`config.mk`:
```
export PLATFORM = sky130hd
export DESIGN_NAME = accum_input_conditioner
export DESIGN_NICKNAME = d
export VERILOG_FILES = /design/src/rtl/accum_input_pkg.sv /design/src/rtl/accum_input_conditioner_sync_2ff.sv /design/src/rtl/accum_input_conditioner.sv
export SDC_FILE = /design/constraint.sdc
export NUM_CORES = 1
export LEC_CHECK = 0
export BUFFER_PORTS_ARGS = -buffer_cell sky130_fd_sc_hd__buf_2
export CAP_MARGIN = 20
export CORE_ASPECT_RATIO = 0.9
export CORE_MARGIN = 4
export CORE_UTILIZATION = 40
export CTS_BUF_LIST = sky130_fd_sc_hd__clkbuf_16
export CTS_CLUSTER_SIZE = 16
export DETAILED_ROUTE_END_ITERATION = 12
export PLACE_DENSITY = 0.6
export SLEW_MARGIN = 20
export SYNTH_ARGS = -nofsm -noshare
export SYNTH_HDL_FRONTEND = slang
export SYNTH_HIERARCHICAL = 1
export SYNTH_SLANG_ARGS = --single-unit
```
`constraint.sdc`:
```
create_clock -name Clk -period 5.7 [get_ports Clk]
set_input_delay 0.285 -clock Clk [delete_from_list [all_inputs] [get_ports Clk]]
set_output_delay 0.285 -clock Clk [all_outputs]
set_load 0.05 [all_outputs]
```
`src/rtl/accum_input_pkg.sv`:
```
// accum_input_pkg: shared types and widths for the accumulator input front end
package accum_input_pkg;
    typedef enum logic [1:0] {
        BTN_IDLE,
        BTN_PRESS_WAIT,
        BTN_PRESSED,
        BTN_RELEASE_WAIT
    } btn_state_t;
    localparam int SW_WIDTH_DEFAULT = 10;
    localparam int PRESS_COUNT_W = 8;
endpackage

```
`src/rtl/accum_input_conditioner_sync_2ff.sv`:
```
// sync_2ff: two-flop synchronizer with a configurable reset value
module sync_2ff #(
    parameter int WIDTH = 1,
    parameter logic [WIDTH-1:0] RESET_VAL = '0
) (
    input  logic             clk,
    input  logic             rst_n,
    input  logic [WIDTH-1:0] d,
    output logic [WIDTH-1:0] q
);
    logic [WIDTH-1:0] meta_q, sync_q;
    always_ff @(posedge clk) begin
        if (!rst_n) begin
            meta_q <= RESET_VAL;
            sync_q <= RESET_VAL;
        end else begin
            meta_q <= d;
            sync_q <= meta_q;
        end
    end
    assign q = sync_q;
endmodule

```
`src/rtl/accum_input_conditioner.sv`:
```
// accum_input_conditioner: debounces the run button into one pulse per press and snapshots the switches
module accum_input_conditioner
    import accum_input_pkg::*;
#(
    parameter int DEBOUNCE_CYCLES = 50000,
    parameter int SW_WIDTH = SW_WIDTH_DEFAULT
) (
    input  logic                     Clk,
    input  logic                     Reset_Clear,
    input  logic                     Run_Accumulate_in,
    input  logic [SW_WIDTH-1:0]      SW,
    output logic                     Run_Pulse,
    output logic [SW_WIDTH-1:0]      Operand,
    output logic                     Held,
    output logic [PRESS_COUNT_W-1:0] Press_Count
);
    localparam int CNT_W = $clog2(DEBOUNCE_CYCLES);
    localparam logic [CNT_W-1:0] CNT_LAST = CNT_W'(DEBOUNCE_CYCLES - 1);

    logic                     btn_sync, btn;
    logic [SW_WIDTH-1:0]      sw_sync;
    btn_state_t               state_q, state_d;
    logic [CNT_W-1:0]         cnt_q, cnt_d;
    logic                     run_pulse_q, run_pulse_d;
    logic [SW_WIDTH-1:0]      operand_q, operand_d;
    logic                     held_q, held_d;
    logic [PRESS_COUNT_W-1:0] press_count_q, press_count_d;

    sync_2ff #(.WIDTH(1), .RESET_VAL(1'b1)) u_btn_sync (
        .clk(Clk), .rst_n(Reset_Clear), .d(Run_Accumulate_in), .q(btn_sync)
    );
    sync_2ff #(.WIDTH(SW_WIDTH), .RESET_VAL('0)) u_sw_sync (
        .clk(Clk), .rst_n(Reset_Clear), .d(SW), .q(sw_sync)
    );

    assign btn = ~btn_sync;

    always_comb begin
        state_d = state_q;
        cnt_d = cnt_q;
        run_pulse_d = 1'b0;
        operand_d = operand_q;
        press_count_d = press_count_q;
        case (state_q)
            BTN_IDLE: if (btn) begin
                state_d = BTN_PRESS_WAIT;
                cnt_d = '0;
            end
            BTN_PRESS_WAIT:
                if (!btn) state_d = BTN_IDLE;
                else if (cnt_q == CNT_LAST) begin
                    state_d = BTN_PRESSED;
                    run_pulse_d = 1'b1;
                    operand_d = sw_sync;
                    press_count_d = press_count_q + PRESS_COUNT_W'(1);
                end else cnt_d = cnt_q + CNT_W'(1);
            BTN_PRESSED: if (!btn) begin
                state_d = BTN_RELEASE_WAIT;
                cnt_d = '0;
            end
            BTN_RELEASE_WAIT:
                if (btn) state_d = BTN_PRESSED;
                else if (cnt_q == CNT_LAST) state_d = BTN_IDLE;
                else cnt_d = cnt_q + CNT_W'(1);
            default: state_d = BTN_RELEASE_WAIT;
        endcase
        held_d = state_d == BTN_PRESSED;
    end

    // Reset lands in RELEASE_WAIT so a button held through reset must be released before it counts
    always_ff @(posedge Clk) begin
        if (!Reset_Clear) begin
            state_q <= BTN_RELEASE_WAIT;
            cnt_q <= '0;
            run_pulse_q <= 1'b0;
            operand_q <= '0;
            held_q <= 1'b0;
            press_count_q <= '0;
        end else begin
            state_q <= state_d;
            cnt_q <= cnt_d;
            run_pulse_q <= run_pulse_d;
            operand_q <= operand_d;
            held_q <= held_d;
            press_count_q <= press_count_d;
        end
    end

    assign Run_Pulse = run_pulse_q;
    assign Operand = operand_q;
    assign Held = held_q;
    assign Press_Count = press_count_q;
endmodule

```
; Word level (Yosys, flattened, before mapping)
; Cells that the tools add are included.
[totals]
ff_bits = 60
output_inout_bits = 20
elab_cells = 42
[op_classes]
add_sub_neg = 2
eq_ne = 9
mux = 14
bitwise_logic = 3
reduce_logical = 4
[ops]
columns = operator, n
row1 = 16-bit two-way mux, 5
row2 = 16-bit case mux with 4 select lines, 1
row3 = "16-bit by 1-bit adder with 16-bit output, second input constant", 1
row4 = "16-bit equality test, second input constant", 1
row5 = 2-bit two-way mux, 6
row6 = "8-bit by 1-bit adder with 8-bit output, second input constant", 1
row7 = 2-bit case mux with 4 select lines, 1
row8 = "2-bit equality test, second input constant", 3
row9 = "2-bit by 1-bit != test with 1-bit output, second input constant", 2
row10 = "2-bit != test, second input constant", 2
row11 = 4-bit AND reduction, 1
row12 = 1-bit NOT, 3
row13 = 3-bit AND reduction, 1
row14 = 3-bit OR reduction, 1
row15 = "2-bit by 1-bit equality test with 1-bit output, second input constant", 1
row16 = 2-bit zero test, 1
row17 = 1-bit two-way mux, 1

; Logic depth before layout (Yosys ltp)
[logic_depth]
ltp_word = 5
ltp_mapped = 7

; By module
; The synthesis kept the hierarchy.
[modules_own_cells]
columns = module, instances, cells_each, area_per_inst_um2
row1 = accum_input_conditioner, 1, 205, 1755.4
row2 = sync_2ff at u_sw_sync, 1, 42, 561.8
row3 = sync_2ff at u_btn_sync, 1, 4, 52.6

; Least setup slack after synthesis
; Ideal clock, no wire load.
[synth_path]
kind = register to register
from = register cnt_q[7]
to = register operand_q[2] (netlist: Operand[2])
arrival_ns = 2.120
slack_ns = 3.508
path_stages_with_launch = 7
n_path_buf = 2
cell_sequence = dfxtp_1 -> or4_4 -> or4_4 -> buf_6 -> nor3_2 -> buf_4 -> mux2i_1
[synth_between]
elab_chain_len = 2
[synth_lines]
columns = element, line_no
row1 = from (decl), accum_input_conditioner.sv:23  ; logic [CNT_W-1:0] cnt_q, cnt_d;
row2 = from (signal assigned), accum_input_conditioner.sv:81  ; cnt_q <= cnt_d;
row3 = 16-bit equality test, accum_input_conditioner.sv:51  ; else if (cnt_q == CNT_LAST) begin
row4 = 3-bit AND reduction (no source line), --
row5 = to (signal assigned), accum_input_conditioner.sv:83  ; operand_q <= operand_d;
row6 = to (decl), accum_input_conditioner.sv:25  ; logic [SW_WIDTH-1:0] operand_q, operand_d;
; No other way between the ends.
; A chain may end at the register's enable or synchronous reset.

; Final worst setup path
[layout_path]
from = register cnt_q[7]
to = register operand_q[0] (netlist: Operand[0])
; Same word-level chain as after synthesis.

==> results.toml <==
[timing]
fin_crit_ns = 2.53
rsz0062_at_grt = "false"
setup_viol = 0
worst_pin_slew_ns = 0.706
fmax_mhz = 396
slew_headroom = 0.524
hold_viol = 0
slew_viol_final = 0
fin_worst_skew_ns = 0.00611
timing.setup.tns_ns = 0
fin_crit_sh = 0.443

[global_route]
grt_use_total = 0.138
grt_pass1_vias = 1609
grt_pass1_wl_mm = 7.51
overflow = 0
antenna_found_initial = 0
grt_max_degree = 67

[detailed_routing]
drc = 0
vias = 1840
initialDrtViolationCount = 127
routed_wl_mm = 4.44
viasPerCell = 5.17
drt-pass1-iter-count = 4
routedWlPerCell_um = 12.5
ant_nets = 0

[clocking]
cts_buffer_depth = 2
cts_buffers = 9
htreeDepth = 3
postCtsSetupBuffers = 0
cts_tree = "built"
clock_latency_ns = 0.33
clock-sinks = 60
root_buffer = "clkbuf_16"
cts.repair.resized = 0
clk_pin_slew_ns = 0.05
ctsHoldBuffers = 0

[placed_design]
gp_congestion = 0.825
dp_hpwl_mm = 2.91
place_inst = 340
io_buffers = 32

[worst_setup_path]
worst-endpoint-arrival_ns = 2.78
startpoint = "cnt_q[7]$_SDFFE_PN0P_"
r2r_start = "cnt_q[7]$_SDFFE_PN0P_"
crit_type = "register to register"
end_kind = "register"
crit_required_ns = 5.95
cp_max_fo = 18
reg2regPathDepth = 5
critPathLaunchType = "register"

[logic_synthesis]
netlist_area_um2 = 2370
synthTopCellsByArea = "dfxtp_1, nand2_1, mux2i_1"
synth_nets = 266
synthDistinctLibCells = 37
ys_ff_latch = 60
yosys.area.top_type_share = 0.507
yosysTopAreaCell = "dfxtp_1"
synth_warnings = 6
ys_seq_area_frac = 0.507
synthCells = 251
syn_area_per_cell_um2 = 9.44

[worst_hold_path]
min_path_cells = 2
min-delay-start = "Run_Accumulate_in"
hp-class = "input port to register"

[die]
dieArea_um2 = 7220
die_x_um = 89.1
core_um2 = 5730
die-height_um = 81.0
rows = 26
ios = 33
start_util = 0.414

[outcome]
status = "finished, final reports clean"

[power_and_ir_drop]
powerDensity_nw_per_um2 = 347
ir_drop_uv = 220
p_leak_nw = 1.07

[flow_run]
maxCapViolations = 0

[final_layout]
nFillCells = 522
layout-drive-gt1-share = 0.227
fin_nets = 296
n_antenna_cell = 0
syn2layout_area_growth_pct = 20.9
final_cells = 356
==> power breakdown <==
group          switching (mW)  internal [mW]  total, mW
sequential            0.00578          0.429      0.435
clock                   0.194          0.339      0.532
combinational          0.0157         0.0119     0.0276
==> area by class of cell <==
| cell class | count | area [µm²] | share of cell area |
|---|---|---|---|
| well taps | 70 | 87.6 | 0.0306 |
| repair buffers | 34 | 179 | 0.0625 |
| clock inverters | 7 | 77.6 | 0.0271 |
| inverters | 6 | 22.5 | 0.00786 |
| clock buffers | 9 | 225 | 0.0786 |
| flip-flops and latches | 60 | 1200 | 0.419 |
| multi-input cells | 170 | 1070 | 0.374 |
==> routing by layer <==
layer	vias up	part of all wire	track usage
met3	10	0.053	0.0527
met5	-	0	0
li1	950	-	-
met1	843	0.49	0.175
met2	37	0.43	0.197
met4	0	0.026	0.0804
==> kinds of logic after synthesis <==
family,after synthesis,share of synthesized area
buf+inv,21,0.0444
mux,13,0.0549
fa+ha+maj,2,0.0106
compound gates,40,0.103
flops,60,0.507
simple gates,111,0.265
xor+xnor,4,0.0148
==> through the flow <==
step | util | cell area, µm² | power (mW) | setup WS [ns] | hold WS, ns
final | 0.500 | 2860 | 0.995 | 3.17 | 0.139
after global routing | 0.500 | 2860 | 1.04 | 3.02 | 0.144
after CTS | 0.500 | 2860 | 1.01 | 3.16 | 0.126
after detailed placement | 0.447 | 2560 | 0.472 | 3.19 | 0.406
after global placement | 0.444 | 2540 | 0.471 | 2.94 | 0.388
after floorplan | - | 2370 | 0.463 | 3.51 | 0.358
==> synth_stat cells <==
| library cell | n |
|---|---|
| buf_6 | 3 |
| nor3_1 | 2 |
| xnor2_1 | 3 |
| nor3_2 | 1 |
| o22ai_1 | 1 |
| dfxtp_1 | 60 |
| mux2i_1 | 13 |
| clkbuf_1 | 11 |
| or4_4 | 2 |
| nand2_1 | 35 |
| or4_1 | 4 |
| nand3_1 | 13 |
| ha_1 | 2 |
| and2_1 | 9 |
| nor4_1 | 2 |
| o41ai_1 | 3 |
| o21ai_0 | 10 |
| o31ai_1 | 3 |
| a21oi_1 | 14 |
| and2_2 | 11 |
| a211oi_1 | 1 |
| clkinv_1 | 1 |
| nand4b_1 | 5 |
| nand2b_1 | 7 |
| or3_1 | 9 |
| nor2_1 | 3 |
| o211ai_1 | 2 |
| nand4_1 | 6 |
| buf_4 | 1 |
| o21ai_1 | 1 |
| and4_1 | 1 |
| o32ai_1 | 2 |
| inv_1 | 5 |
| and3_1 | 1 |
| xor2_1 | 1 |
| o21a_1 | 1 |
| o311ai_0 | 2 |
==> flip-flops by register name, indices dropped and copies added (netlist names) <==
signal and cells:
state_q 2, Run_Pulse 1, Held 1, u_sw_sync/q 10
u_btn_sync/meta_q 1, Operand 10, u_sw_sync/meta_q 10, Press_Count 8
u_btn_sync/q 1, cnt_q 16
==> worst max-delay path, cell delays in order, from the launching register on <==
cell	delay, ns
dfxtp_1	0.34
or4_4	0.55
or4_4	0.65
nor3_2	0.50
buf_6	0.23
mux2i_1	0.19
==> final timing paths <==
check | endpoint | slack, ns
min reg2reg | u_btn_sync/q$_SDFF_PN1_ | 0.41
min | u_btn_sync/meta_q$_SDFF_PN1_ | 0.14
max reg2reg | Operand[0]$_SDFFE_PN0P_ | 3.17
max | Operand[0]$_SDFFE_PN0P_ | 3.17
==> cells in the final DEF, fill, tap and decap left out, types with 5 or more instances in the layout <==
cell type  count
nand4_1        6
buf_2         32
nand3_1       13
or3_1          9
nand4b_1       5
dfxtp_1       60
o21ai_0       10
and2_2        11
nand2_1       35
nand2b_1       7
a21oi_1       14
inv_1          5
and2_1         9
clkbuf_16      9
mux2i_1       13
Note: power is estimated with default switching activity, not from simulation.
